===== src/rtl/rf_arb_pkg.sv =====
// Shared defaults, limits and FSM encoding for the register-file access arbiter.
package rf_arb_pkg;

    localparam int RF_AW_DEF    = 3;
    localparam int RF_DW_DEF    = 8;
    localparam int NREQ_MAX     = 4;
    localparam int MAX_HOLD_DEF = 16;
    localparam int HOLD_CNT_W   = 8;

    typedef enum logic {
        IDLE    = 1'b0,
        GRANTED = 1'b1
    } arb_state_e;

    // Index of the set bit in a one-hot vector (0 when empty).
    function automatic int onehot_to_idx(input logic [NREQ_MAX-1:0] oh);
        for (int i = 0; i < NREQ_MAX; i++) begin
            if (oh[i]) return i;
        end
        return 0;
    endfunction

endpackage


===== src/rtl/rf_access_arbiter_if.sv =====
// Requester-side and register-file-side bus of the arbiter; slave = arbiter, master = surroundings.
interface rf_access_arbiter_if
    import rf_arb_pkg::*;
#(
    parameter int NREQ = 2,
    parameter int AW   = RF_AW_DEF,
    parameter int DW   = RF_DW_DEF
);
    logic [NREQ-1:0]    req;
    logic [NREQ-1:0]    lock;
    logic [NREQ-1:0]    gnt;
    logic [NREQ*AW-1:0] q_R_Addr;
    logic [NREQ*AW-1:0] q_W_Addr;
    logic [NREQ-1:0]    q_R_en;
    logic [NREQ-1:0]    q_W_en;
    logic [NREQ*DW-1:0] q_W_Data;
    logic [DW-1:0]      R_Data;
    logic               busy;
    logic [AW-1:0]      rf_R_Addr;
    logic [AW-1:0]      rf_W_Addr;
    logic               rf_R_en;
    logic               rf_W_en;
    logic [DW-1:0]      rf_W_Data;
    logic [DW-1:0]      rf_R_Data;

    modport slave (
        input  req, lock, q_R_Addr, q_W_Addr, q_R_en, q_W_en, q_W_Data, rf_R_Data,
        output gnt, busy, R_Data, rf_R_Addr, rf_W_Addr, rf_R_en, rf_W_en, rf_W_Data
    );

    modport master (
        output req, lock, q_R_Addr, q_W_Addr, q_R_en, q_W_en, q_W_Data, rf_R_Data,
        input  gnt, busy, R_Data, rf_R_Addr, rf_W_Addr, rf_R_en, rf_W_en, rf_W_Data
    );

endinterface


===== src/rtl/rf_access_arbiter_rr_pick.sv =====
// Combinational round-robin picker: first candidate strictly after 'last', wrapping around.
module rr_pick #(
    parameter int NREQ = 2,
    parameter int IW   = 1
) (
    input  logic [NREQ-1:0] req,
    input  logic [IW-1:0]   last,
    input  logic [NREQ-1:0] excl,
    output logic [NREQ-1:0] winner,
    output logic            valid
);

    logic [NREQ-1:0] cand;
    assign cand = req & ~excl;

    always_comb begin
        int            k;
        logic [IW-1:0] k_idx;
        winner = '0;
        valid  = 1'b0;
        k      = 0;
        k_idx  = '0;
        for (int o = 1; o <= NREQ; o++) begin
            k     = (int'(last) + o) % NREQ;
            k_idx = IW'(k);
            if (!valid && cand[k_idx]) begin
                winner[k_idx] = 1'b1;
                valid         = 1'b1;
            end
        end
    end

endmodule


===== src/rtl/rf_access_arbiter.sv =====
// Round-robin arbiter sharing one register file between NREQ requesters with lock-based hold.
// Optional bounded-hold preemption of unlocked owners: define RF_ARB_PREEMPT_EN.
module rf_access_arbiter
    import rf_arb_pkg::*;
#(
    parameter int NREQ     = 2,
    parameter int AW       = RF_AW_DEF,
    parameter int DW       = RF_DW_DEF,
    parameter int MAX_HOLD = MAX_HOLD_DEF
) (
    input  logic                Clk,
    input  logic                Rst,
    rf_access_arbiter_if.slave  bus
);

    localparam int IW = (NREQ > 1) ? $clog2(NREQ) : 1;

    arb_state_e      state_reg, state_next;
    logic [NREQ-1:0] gnt_reg, gnt_next;
    logic [IW-1:0]   owner_reg, owner_next;
    logic [IW-1:0]   last_reg, last_next;
    logic            busy_reg;

    logic [NREQ-1:0] pick_excl;
    logic [NREQ-1:0] pick_onehot;
    logic            pick_valid;
    logic [IW-1:0]   pick_idx;
    logic            hold;
    logic            others;
    logic            preempt;

    logic [AW-1:0] r_addr_arr [NREQ];
    logic [AW-1:0] w_addr_arr [NREQ];
    logic [DW-1:0] w_data_arr [NREQ];

    genvar gi;
    generate
        for (gi = 0; gi < NREQ; gi++) begin : g_split
            assign r_addr_arr[gi] = bus.q_R_Addr[gi*AW +: AW];
            assign w_addr_arr[gi] = bus.q_W_Addr[gi*AW +: AW];
            assign w_data_arr[gi] = bus.q_W_Data[gi*DW +: DW];
        end
    endgenerate

    // While granted, the owner sorts last in round-robin order and is excluded outright.
    assign pick_excl = (state_reg == GRANTED) ? gnt_reg : '0;
    assign pick_idx  = IW'(onehot_to_idx(NREQ_MAX'(pick_onehot)));
    assign hold      = bus.req[owner_reg] | bus.lock[owner_reg];
    assign others    = |(bus.req & ~gnt_reg);

    rr_pick #(
        .NREQ (NREQ),
        .IW   (IW)
    ) u_rr_pick (
        .req    (bus.req),
        .last   (last_reg),
        .excl   (pick_excl),
        .winner (pick_onehot),
        .valid  (pick_valid)
    );

`ifdef RF_ARB_PREEMPT_EN
    logic [HOLD_CNT_W-1:0] hold_cnt_reg, hold_cnt_next;
    logic                  contended;

    assign contended = ~bus.lock[owner_reg] & others;
    // The cycle whose contention brings the count to MAX_HOLD is the one that hands over.
    assign preempt   = (state_reg == GRANTED) && contended &&
                       (hold_cnt_reg >= HOLD_CNT_W'(MAX_HOLD - 1));

    always_comb begin
        hold_cnt_next = hold_cnt_reg;
        if (gnt_next != gnt_reg) begin
            hold_cnt_next = '0;
        end else if ((state_reg == GRANTED) && contended && (hold_cnt_reg != '1)) begin
            hold_cnt_next = hold_cnt_reg + 1'b1;
        end
    end

    always_ff @(posedge Clk) begin
        if (Rst) hold_cnt_reg <= '0;
        else     hold_cnt_reg <= hold_cnt_next;
    end
`else
    logic unused_max_hold;
    assign unused_max_hold = (MAX_HOLD == 0);
    assign preempt         = 1'b0;
`endif

    always_comb begin
        logic take;
        state_next = state_reg;
        gnt_next   = gnt_reg;
        owner_next = owner_reg;
        last_next  = last_reg;
        take       = 1'b0;
        case (state_reg)
            IDLE: begin
                if (pick_valid) take = 1'b1;
            end
            GRANTED: begin
                if (!hold || preempt) begin
                    if (pick_valid) begin
                        take = 1'b1;
                    end else begin
                        state_next = IDLE;
                        gnt_next   = '0;
                    end
                end
            end
            default: begin
                state_next = IDLE;
                gnt_next   = '0;
            end
        endcase
        if (take) begin
            state_next = GRANTED;
            gnt_next   = pick_onehot;
            owner_next = pick_idx;
            last_next  = pick_idx;
        end
    end

    always_ff @(posedge Clk) begin
        if (Rst) begin
            state_reg <= IDLE;
            gnt_reg   <= '0;
            owner_reg <= '0;
            last_reg  <= IW'(NREQ - 1);
            busy_reg  <= 1'b0;
        end else begin
            state_reg <= state_next;
            gnt_reg   <= gnt_next;
            owner_reg <= owner_next;
            last_reg  <= last_next;
            busy_reg  <= |gnt_next;
        end
    end

    always_comb begin
        bus.rf_R_Addr = '0;
        bus.rf_W_Addr = '0;
        bus.rf_W_Data = '0;
        bus.rf_R_en   = 1'b0;
        bus.rf_W_en   = 1'b0;
        if (|gnt_reg) begin
            bus.rf_R_Addr = r_addr_arr[owner_reg];
            bus.rf_W_Addr = w_addr_arr[owner_reg];
            bus.rf_W_Data = w_data_arr[owner_reg];
            bus.rf_R_en   = bus.q_R_en[owner_reg];
            bus.rf_W_en   = bus.q_W_en[owner_reg];
        end
    end

    assign bus.gnt    = gnt_reg;
    assign bus.busy   = busy_reg;
    assign bus.R_Data = bus.rf_R_Data;

endmodule


===== src/flat_wrapper.sv =====
// flat-port wrapper written by rule: the top's interface ports become plain ports
module rf_access_arbiter_flat import rf_arb_pkg::*;
#(
    parameter int NREQ     = 2,
    parameter int AW       = RF_AW_DEF,
    parameter int DW       = RF_DW_DEF,
    parameter int MAX_HOLD = MAX_HOLD_DEF
)
  (Clk, Rst, bus_req, bus_lock, bus_q_R_Addr, bus_q_W_Addr, bus_q_R_en, bus_q_W_en, bus_q_W_Data, bus_rf_R_Data, bus_gnt, bus_busy, bus_R_Data, bus_rf_R_Addr, bus_rf_W_Addr, bus_rf_R_en, bus_rf_W_en, bus_rf_W_Data);
  rf_access_arbiter_if #(.NREQ(NREQ), .AW(AW), .DW(DW)) bus_i ();
  input  logic Clk;
  input  logic Rst;
  input wire logic [$bits(bus_i.req)-1:0] bus_req;
  input wire logic [$bits(bus_i.lock)-1:0] bus_lock;
  input wire logic [$bits(bus_i.q_R_Addr)-1:0] bus_q_R_Addr;
  input wire logic [$bits(bus_i.q_W_Addr)-1:0] bus_q_W_Addr;
  input wire logic [$bits(bus_i.q_R_en)-1:0] bus_q_R_en;
  input wire logic [$bits(bus_i.q_W_en)-1:0] bus_q_W_en;
  input wire logic [$bits(bus_i.q_W_Data)-1:0] bus_q_W_Data;
  input wire logic [$bits(bus_i.rf_R_Data)-1:0] bus_rf_R_Data;
  output wire logic [$bits(bus_i.gnt)-1:0] bus_gnt;
  output wire logic [$bits(bus_i.busy)-1:0] bus_busy;
  output wire logic [$bits(bus_i.R_Data)-1:0] bus_R_Data;
  output wire logic [$bits(bus_i.rf_R_Addr)-1:0] bus_rf_R_Addr;
  output wire logic [$bits(bus_i.rf_W_Addr)-1:0] bus_rf_W_Addr;
  output wire logic [$bits(bus_i.rf_R_en)-1:0] bus_rf_R_en;
  output wire logic [$bits(bus_i.rf_W_en)-1:0] bus_rf_W_en;
  output wire logic [$bits(bus_i.rf_W_Data)-1:0] bus_rf_W_Data;
  assign bus_i.req = bus_req;
  assign bus_i.lock = bus_lock;
  assign bus_i.q_R_Addr = bus_q_R_Addr;
  assign bus_i.q_W_Addr = bus_q_W_Addr;
  assign bus_i.q_R_en = bus_q_R_en;
  assign bus_i.q_W_en = bus_q_W_en;
  assign bus_i.q_W_Data = bus_q_W_Data;
  assign bus_i.rf_R_Data = bus_rf_R_Data;
  assign bus_gnt = bus_i.gnt;
  assign bus_busy = bus_i.busy;
  assign bus_R_Data = bus_i.R_Data;
  assign bus_rf_R_Addr = bus_i.rf_R_Addr;
  assign bus_rf_W_Addr = bus_i.rf_W_Addr;
  assign bus_rf_R_en = bus_i.rf_R_en;
  assign bus_rf_W_en = bus_i.rf_W_en;
  assign bus_rf_W_Data = bus_i.rf_W_Data;
  rf_access_arbiter #(.NREQ(NREQ), .AW(AW), .DW(DW), .MAX_HOLD(MAX_HOLD)) u_core (.Clk(Clk), .Rst(Rst), .bus(bus_i));
endmodule

===== config.mk =====
export PLATFORM = sky130hd
export DESIGN_NAME = rf_access_arbiter_flat
export DESIGN_NICKNAME = d
export VERILOG_FILES = /design/src/rtl/rf_arb_pkg.sv /design/src/rtl/rf_access_arbiter_if.sv /design/src/rtl/rf_access_arbiter_rr_pick.sv /design/src/rtl/rf_access_arbiter.sv /design/src/flat_wrapper.sv
export SDC_FILE = /design/constraint.sdc
export NUM_CORES = 1
export LEC_CHECK = 0
export CAP_MARGIN = 20
export CORE_MARGIN = 10
export CORE_UTILIZATION = 27
export DETAILED_ROUTE_END_ITERATION = 12
export GPL_ROUTABILITY_DRIVEN = 0
export PLACE_DENSITY = 0.81
export SLEW_MARGIN = 15
export SYNTH_ARGS = -nofsm -noshare
export SYNTH_HDL_FRONTEND = slang
export SYNTH_SLANG_ARGS = --single-unit

===== constraint.sdc =====
create_clock -name Clk -period 2.4 [get_ports Clk]
set_input_delay 0.72 -clock Clk [delete_from_list [all_inputs] [get_ports Clk]]
set_output_delay 0.72 -clock Clk [all_outputs]
set_load 0.05 [all_outputs]

==> metrics.txt, run 1 <==
crit share post-route=98.2%; CP Capture Type=output pin; layout cells sized above 1=between 20% and 30%; DRC errors left=0; synthesized-area fraction occupied by adder cells=0%; Avg WL per Cell=17.6 um; Int Pwr=432 uW; Final Setup Violations=0; P per Cell Area=559 nW/um^2; Initial DRC Count=36; Worst Skew=0.00184 ns; H-tree lvl count=1; Sum Neg Setup Slack=0 ns; status=finished clean; global-route wire length before repair=between 4 and 5 mm; synthesized area per cell=7.77 sq um; ys flop type=dfxtp_1; Ant. Diodes=0; Final min period=roughly 2.4 ns; crit-path max FO=1; CTS Buf Count=3; clock latency on the worst-skew pair=0.25 ns; actual slew at the worst max-slew pin=roughly 0.5 ns; Post-synth EDFFs=0; Detailed Routing Iterations Pass 1=5; post-route design area=1380 sq um; Root Buffer=clkbuf_4; Netlist cell types=31; fin. max-slew vios=0; largest family of logic cells by synthesized area=multiplexers; Compound-Gate Fraction of Synth Area=17.1%; sw frac=44.1%; Filler cells=between 150 and 200; multiplexer area fraction after synthesis=25.1%; full die area=4700 sq um; Routed Antenna Nets=0; Worst slew margin=66.5%; cells after synthesis=82; Clock power frac=12.6%; slowest CP cell=clkdlybuf4s50_1; clock slew at the register clock pins of the worst setup and hold paths=0.04 ns; proportion of netlist area held by the largest area contributor=approximately a quarter; clk sinks=6; post-synthesis sequential area ratio=18.9%; chip width=68.6 um; CP arrival=1.64 ns; Die Height=slightly below 70 um; clk buf depth=2; initial antenna violation count=0; post-placement cell count=around 160; P_sw=340 uW; Comb pwr share=a little over two thirds; top cell type by total area after synthesis=mux2i_1; unrepaired setup endpoints after global routing=false; total global routing overflow=0; VDD IR max=0.309 mV; Worst setup SP type=input port; xor/xnor share of the synthesized area=0%; synthesized flop and latch total=6; CTS tree=done; Final HPWL DP=2.53 mm; Leakage=0.556 nW; FP Rows=17; area post-placement=1350 sq um; Area Growth Syn to Fin=117%; largest net degree at the start of global routing=18; Post-Route WL=2.86 mm; Tot GR Track Use=12.8%; synthesized cell area=637 sq um; vias in the first global route=909; Starting Density=28.5%; via count=798; MaxCap Viol Count=0; ranking of synthesized cells by area=mux2i_1 (25%), dfxtp_1 (19%), nor2_1 (11%), buf_4 (9.4%), a21oi_1 (3.1%); Largest register FFs=2; Synth warnings=0; Vias/cell=4.93; final net count=182; CP max stage delay=0.46 ns; Worst EP required=between 1.5 and 2 ns; cells along the critical path=clkdlybuf4s50_1, mux2i_1, nor2_1, buf_12; Simple-Gate Fraction of Synth Area=24.8%; Port Buffers=56; Post-Syn Nets=128; Fin. Hold Viols=0; CORE AREA=2230 sq um; I/O Pins=between 70 and 80; Hold Buf Count CTS=0; Async S/R FF share, synth=0%; Hold Crit Class=flip-flop to flip-flop; final cell count without fillers=about 160; fmax=between 400 and 500 MHz; sequential share of power=16.8%; Worst Path Class, Setup=input port to output pin
## stage by stage
step                      worst slack [ns]  hold WS (ns)  util, %  power [mW]
final                               0.0435         0.550     61.9       0.773
after floorplan                     -0.135         0.466        -       0.435
after detailed placement           -0.0713         0.512     60.3       0.674
after global routing               0.00120         0.593     61.9       0.808
after global placement             -0.0268         0.490     60.3       0.664
after CTS                           0.0265         0.527     61.5       0.773
## cells in the final DEF, fill, tap and decap left out, drive strengths merged, types with 2 or more instances in the layout
cell type      count
inv                2
dfxtp              6
clkbuf             3
clkdlybuf4s50     40
nor2              19
mux2i             16
and2               2
buf               21
a21oi              4
## critical path: cells and delay by family
family	cells	cell delay (ns)
muxes	1	0.07
and+or+nand+nor	1	0.21
buffers and inverters	2	0.64
## layout make-up
type	count	area [sq um]	area share [%]
repair buffers	61	758	54.8
flip-flops and latches	6	120	8.69
well taps	28	35.0	2.53
clock buffers	3	22.5	1.63
multi-input cells	62	439	31.8
inverters	2	7.51	0.543
## power groups by stage
| stage | Combinational [mW] | Clock, mW | Sequential (mW) |
|---|---|---|---|
| 6_report | 0.546 | 0.0971 | 0.130 |
| 5_1_grt | 0.574 | 0.103 | 0.131 |
| 4_1_cts | 0.548 | 0.0972 | 0.128 |
| 3_5_place_dp | 0.545 | 0 | 0.128 |
| 3_3_place_gp | 0.535 | 0 | 0.128 |
| 2_1_floorplan | 0.288 | 0 | 0.146 |
## worst paths after layout
| path | startpoint | endpoint | slack [ns] | cells after the start |
|---|---|---|---|---|
| setup / recovery | bus_q_W_Data[11] | bus_rf_W_Data[3] | 0.04 | 4 |
| hold / removal | u_core.last_reg$_SDFFE_PP1N_ | u_core.last_reg$_SDFFE_PP1N_ | 0.55 | 2 |
| setup reg to reg | u_core.owner_reg$_SDFFE_PP0N_ | u_core.bus.busy$_SDFF_PP0_ | 0.73 | 4 |
| hold reg to reg | u_core.last_reg$_SDFFE_PP1N_ | u_core.last_reg$_SDFFE_PP1N_ | 0.55 | 2 |
## synth_stat cells (2+ instances only)
library cell  count
mux2i_1          16
clkbuf_1          3
a21oi_1           4
nor2_1           19
inv_1             2
dfxtp_1           6
buf_4             8
## what timing repair did
item                       CTS  global route
setup endpoints to repair   16             2
setup buffers                0             0
gates resized for setup      1             3
cloned                       0             0
## cells by family (layout without fill, tap and decap cells)
kind of cell | count (synthesis) | after routing
AOI/OAI and AO/OA | 14 | 14
buffers and inverters | 14 | 66
DFF | 6 | 6
muxes | 16 | 16
and+or+nand+nor | 32 | 32
## per-layer routing
metal  up-vias  part of all wire [%]  global-route usage (%)
met5         -                     0                       0
met4         0                   1.2                    5.03
met3         7                    17                    9.18
met2        50                    52                    23.8
met1       352                    29                    9.90
li1        389                     -                       -
Power figures use the tool's default switching activity.
==> run 2, diff against run 1 <==
CORE_ASPECT_RATIO = 0.6   (was unset)
CORE_MARGIN = unset   (was 10)
==> run 2 against run 1 <==
  * Combinational power about the same
  * Via count down 0.63%
  * Power up 7.0%
  * Clock skew up 0.0036 ns
  * Sequential cell count unchanged
  * Setup slack better by 0.0031 ns
  * Register-to-register slack worse by 0.17 ns
  * Clock power up 59%
  * Largest cell class unchanged
==> metrics.txt, run 2 (same netlist as run 1, synthesis figures left out) <==
CP arrival=1.63 ns (was 1.64 ns); cells along the critical path=clkdlybuf4s50_1, mux2i_1, nor2_1, buf_12 (unchanged); H-tree lvl count=1 (unchanged); Final Setup Violations=0 (unchanged); register area=120 sq um (unchanged); final setup margin=0.0466 ns (was 0.0435 ns); global-route wire length before repair=3.59 mm (was 4.53 mm); Fin. Hold Viols=0 (unchanged); fin. max-slew vios=0 (unchanged); Largest register FFs=2 (unchanged); Multi-input gate area=429 sq um (was 439 sq um); initial antenna violation count=0 (unchanged); Leakage=0.568 nW (was 0.556 nW); clk buf depth=2 (unchanged); final cell count without fillers=165 (was 162); Final HPWL DP=1.94 mm (was 2.53 mm); status=finished clean (unchanged); Vias/cell=4.81 (was 4.93); post-CTS setup buffer count=0 (unchanged); R2R Setup Slk=0.56 ns (was 0.73 ns); clock slew at the register clock pins of the worst setup and hold paths=0.03 ns (was 0.04 ns); hold path depth=2 (unchanged); layout cells sized above 1=21.5% (was 22.4%); total global routing overflow=0 (unchanged); Worst Path Class, Setup=input port to output pin (unchanged); clk sinks=6 (unchanged); unrepaired setup endpoints after global routing=false (unchanged); Starting Density=29.0% (was 28.5%); CP Capture Type=output pin (unchanged); CTS tree=done (unchanged); Worst Skew=0.00544 ns (was 0.00184 ns); worst hold path startpoint=u_core.last_reg$_SDFFE_PP1N_ (unchanged); actual slew at the worst max-slew pin=0.660 ns (was 0.502 ns); Port Buffers=56 (unchanged); post-layout util=63.8% (was 61.9%); VDD IR max=0.307 mV (was 0.309 mV); Worst slew margin=56.0% (was 66.5%); Die Height=39.6 um (was 68.6 um); Worst EP required=1.68 ns (about the same); chip width=64.7 um (was 68.6 um); Hold EP=u_core.last_reg$_SDFFE_PP1N_ (unchanged); Initial DRC Count=34 (was 36); vias in the first global route=793 (was 909); delay-heaviest family, CP=buffers and inverters (unchanged); Worst Path Buf+Inv=2 (unchanged); most frequent cells in the layout=clkdlybuf4s50_1 (40), nor2_1 (18), mux2i_1 (16), buf_12 (16) (was clkdlybuf4s50_1 (40), mux2i_1 (16), nor2_1 (16), buf_12 (16), dfxtp_1 (6)); fmax=425 MHz (was 424 MHz); crit share post-route=98.1% (was 98.2%); Post-Route WL=2.30 mm (was 2.86 mm); Final min period=2.35 ns (was 2.36 ns); Crit. Startpoint=bus_q_W_Data[14] (was bus_q_W_Data[11]); RR Endpoint=u_core.bus.busy$_SDFF_PP0_ (unchanged); Power Total=827 uW (was 773 uW); DRC errors left=0 (unchanged); CTS Buf Count=3 (unchanged); commonest non-fill, non-tap cell in the layout=clkdlybuf4s50_1 (unchanged); Ant. Diodes=0 (unchanged); CORE AREA=2200 sq um (was 2230 sq um); post-placement cell count=162 (was 159); Hold Crit Class=flip-flop to flip-flop (unchanged); Reg2Reg Launch Point=u_core.owner_reg$_SDFFE_PP0N_ (unchanged); largest net degree at the start of global routing=17 (was 18); Worst path depth=4 (unchanged); slowest CP cell=clkdlybuf4s50_1 (unchanged); Detailed Routing Iterations Pass 1=4 (was 5); Reg2Reg Depth=5 (was 4); final net count=183 (was 182); clock latency on the worst-skew pair=0.23 ns (was 0.25 ns); Filler cells=179 (was 194); CP max stage delay=0.46 ns (about the same); Tot GR Track Use=19.4% (was 12.8%); via count=793 (was 798); Worst setup SP type=input port (unchanged); Avg WL per Cell=13.9 um (was 17.6 um); P per Cell Area=590 nW/um^2 (was 559 nW/um^2); Root Buffer=clkbuf_8 (was clkbuf_4); FP Rows=13 (was 17); pre-CTS WS=-0.101 ns (was -0.0713 ns); MaxCap Viol Count=0 (unchanged); full die area=2560 sq um (was 4700 sq um); I/O Pins=73 (unchanged); Area Growth Syn to Fin=120% (was 117%); Routed Antenna Nets=0 (unchanged); crit-path max FO=1 (unchanged)
==> run 2: per-layer routing <==
metal	routed length [um]	track usage (%)	up-vias
met2	1170	37.5	35
met3	121	4.36	2
met4	9	3.33	0
met1	998	22.7	363
met5	0	0	-
li1	-	-	393
==> run 2: stage by stage <==
step	setup TNS (ns)	hold WS (ns)	area, sq um
2_1_floorplan	-1.35	0.466	637
3_3_place_gp	-0.0322	0.494	1360
3_5_place_dp	-0.173	0.516	1360
4_1_cts	0	0.547	1400
5_1_grt	0	0.563	1400
6_report	0	0.545	1400
==> run 2: layout make-up <==
type | count | share of cell area [%]
Timing Repair Buffer | 62 | 54.6
Multi-Input combinational cell | 62 | 30.6
Sequential cell | 6 | 8.57
Clock buffer | 3 | 2.95
Tap cell | 30 | 2.68
Inverter | 2 | 0.536
==> run 2: worst max-delay path by stage <==
stage / to / slack (ns)
floorplan: bus_rf_W_Addr[0] / -0.14
global placement: u_core.bus.busy$_SDFF_PP0_ / -0.03
detailed placement: u_core.bus.busy$_SDFF_PP0_ / -0.10
CTS: bus_rf_W_Data[5] / 0.04
global route: bus_rf_W_Data[6] / 0.004
finish: bus_rf_W_Data[6] / 0.05
==> run 2: report_power, final <==
group	leakage [nW]	switching, mW	internal, mW
registers	0.0500	0.0152	0.113
clock network	0.0216	0.0464	0.108
logic	0.496	0.281	0.263
total	0.568	0.343	0.484
==> run 2: what timing repair did <==
item | 4_1_cts | 5_1_grt
setup endpoints to repair | 16 | 0
resized for setup | 1 | 0
hold buffers | 0 | 0
==> run 2: worst min-delay path, cell delays in order (launching register included) <==
cell	delay, ns
dfxtp_1	0.34
a21oi_1	0.05
o21ai_1	0.11
==> run 3, diff against run 2 <==
SKIP_CTS_REPAIR_TIMING = 1   (was unset)
==> run 3 against run 2 <==
  * Sequential cell count unchanged
  * Global-route usage unchanged
  * Final cell count rose by 0.61%
  * Routed wire length increased by 0.65%
  * Setup slack got worse by 0.0084 ns
  * Combinational power increased by 0.9%
  * Power rose by 0.47%
==> metrics.txt, run 3 (same netlist as run 1, synthesis figures left out) <==
Tot GR Track Use=19.4% (unchanged); Port Buffers=56 (unchanged); via count=800 (was 793); Routed Antenna Nets=0 (unchanged); clock latency on the worst-skew pair=0.23 ns (about the same); FP Rows=13 (unchanged); Root Buffer=clkbuf_8 (unchanged); layout cells sized above 1=21.3% (was 21.5%); CTS tree=done (unchanged); initial antenna violation count=0 (unchanged); Leakage=0.572 nW (was 0.568 nW); full die area=2560 sq um (unchanged); Critical Path Sink=bus_rf_W_Data[6] (unchanged); Comb pwr share=66.1% (was 65.8%); fin. max-slew vios=0 (unchanged); H-tree lvl count=1 (unchanged); Reg2Reg Depth=5 (unchanged); CP Capture Type=output pin (unchanged); Post-Route WL=2.31 mm (was 2.30 mm); CTS Buf Count=3 (unchanged); Fin. Hold Viols=0 (unchanged); Final Setup Violations=0 (unchanged); Largest register FFs=2 (unchanged); vias in the first global route=793 (unchanged); status=finished clean (unchanged); Worst Path Class, Setup=input port to output pin (unchanged); Hold Crit Class=flip-flop to flip-flop (unchanged); VDD IR max=0.308 mV (was 0.307 mV); Avg WL per Cell=13.9 um (about the same); Die Height=39.6 um (unchanged); global-route wire length before repair=3.59 mm (unchanged); Final min period=2.36 ns (was 2.35 ns); P_sw=343 uW (about the same); sw frac=41.2% (was 41.5%); post-layout util=64.0% (was 63.8%); Power Total=831 uW (was 827 uW); clock slew at the register clock pins of the worst setup and hold paths=0.03 ns (about the same); most frequent cells in the layout=clkdlybuf4s50_1 (40), nor2_1 (19), mux2i_1 (16), buf_12 (16), buf_4 (7) (was clkdlybuf4s50_1 (40), nor2_1 (18), mux2i_1 (16), buf_12 (16)); largest net degree at the start of global routing=17 (unchanged); P per Cell Area=591 nW/um^2 (was 590 nW/um^2); Worst slew margin=65.1% (was 56.0%); Starting Density=29.0% (unchanged); total global routing overflow=0 (unchanged); sequential share of power=15.3% (was 15.5%); actual slew at the worst max-slew pin=0.522 ns (was 0.660 ns); post-placement cell count=162 (unchanged); Final HPWL DP=1.94 mm (unchanged); post-route design area=1410 sq um (was 1400 sq um); commonest non-fill, non-tap cell in the layout=clkdlybuf4s50_1 (unchanged); final cell count without fillers=166 (was 165); area post-placement=1360 sq um (unchanged); chip width=64.7 um (unchanged); Worst Skew=0.00542 ns (was 0.00544 ns); crit share post-route=98.4% (was 98.1%); MaxCap Viol Count=0 (unchanged); RR Endpoint=u_core.bus.busy$_SDFF_PP0_ (unchanged); unrepaired setup endpoints after global routing=false (unchanged); clk buf depth=2 (unchanged); Crit. Startpoint=bus_q_W_Data[14] (unchanged); Detailed Routing Iterations Pass 1=4 (unchanged); Vias/cell=4.82 (was 4.81); Ant. Diodes=0 (unchanged); Reg2Reg Launch Point=u_core.owner_reg$_SDFFE_PP0N_ (unchanged); crit-path max FO=1 (unchanged); fmax=423 MHz (was 425 MHz); Initial DRC Count=29 (was 34); DRC errors left=0 (unchanged); Area Growth Syn to Fin=121% (was 120%); Filler cells=179 (unchanged); R2R Setup Slk=0.57 ns (was 0.56 ns); final net count=184 (was 183); CORE AREA=2200 sq um (unchanged); Worst setup SP type=input port (unchanged); CP arrival=1.64 ns (was 1.63 ns); Worst EP required=1.68 ns (about the same); clk sinks=6 (unchanged); Int Pwr=488 uW (was 484 uW); Clock power frac=18.6% (was 18.7%); I/O Pins=73 (unchanged)
-- run 3: changes by cell type in the layout (fill, tap and decap cells not counted), sizes merged --
cell / change
buf: +1
-- run 3: through the flow --
stage | TNS (ns) | setup slack [ns] | hold WS [ns]
2_1_floorplan | -1.35 | -0.135 | 0.466
3_3_place_gp | -0.0322 | -0.0322 | 0.494
3_5_place_dp | -0.173 | -0.101 | 0.516
4_1_cts | -2.87 | -0.219 | 0.547
5_1_grt | 0 | 0.00439 | 0.563
6_report | 0 | 0.0381 | 0.543
-- run 3: worst min-delay path by stage --
| stage | end | cells past startpoint | start |
|---|---|---|---|
| floorplan | u_core.last_reg$_SDFFE_PP1N_ | 2 | u_core.last_reg$_SDFFE_PP1N_ |
| global placement | u_core.last_reg$_SDFFE_PP1N_ | 2 | u_core.last_reg$_SDFFE_PP1N_ |
| detailed placement | u_core.last_reg$_SDFFE_PP1N_ | 2 | u_core.last_reg$_SDFFE_PP1N_ |
| CTS | u_core.last_reg$_SDFFE_PP1N_ | 2 | u_core.last_reg$_SDFFE_PP1N_ |
| global route | u_core.last_reg$_SDFFE_PP1N_ | 2 | u_core.last_reg$_SDFFE_PP1N_ |
| finish | u_core.last_reg$_SDFFE_PP1N_ | 2 | u_core.last_reg$_SDFFE_PP1N_ |
-- run 3: power groups by stage --
stage / clock, mW / combinational, mW / sequential, mW
5_1_grt: 0.164 / 0.573 / 0.129
3_3_place_gp: 0 / 0.536 / 0.128
3_5_place_dp: 0 / 0.545 / 0.129
4_1_cts: 0.156 / 0.547 / 0.128
6_report: 0.154 / 0.549 / 0.127
2_1_floorplan: 0 / 0.288 / 0.146
-- run 3: routing by layer --
metal	GRT usage [%]	routed length (um)	vias to the layer above
met4	3.33	9	0
met1	22.7	984	362
met5	0	0	-
li1	-	-	391
met2	37.5	1150	45
met3	4.36	163	2
-- run 3: layout make-up --
type | count | area (sq um) | share of cell area (%)
multi-input cells | 62 | 427 | 30.3
flip-flops and latches | 6 | 120 | 8.54
well taps | 30 | 37.5 | 2.67
clock buffers | 3 | 41.3 | 2.94
inverters | 2 | 7.51 | 0.534
repair buffers | 63 | 773 | 55.0
-- run 3: critical path: stages --
cell	delay (ns)
clkdlybuf4s50_1	0.46
mux2i_1	0.06
nor2_1	0.22
buf_12	0.18
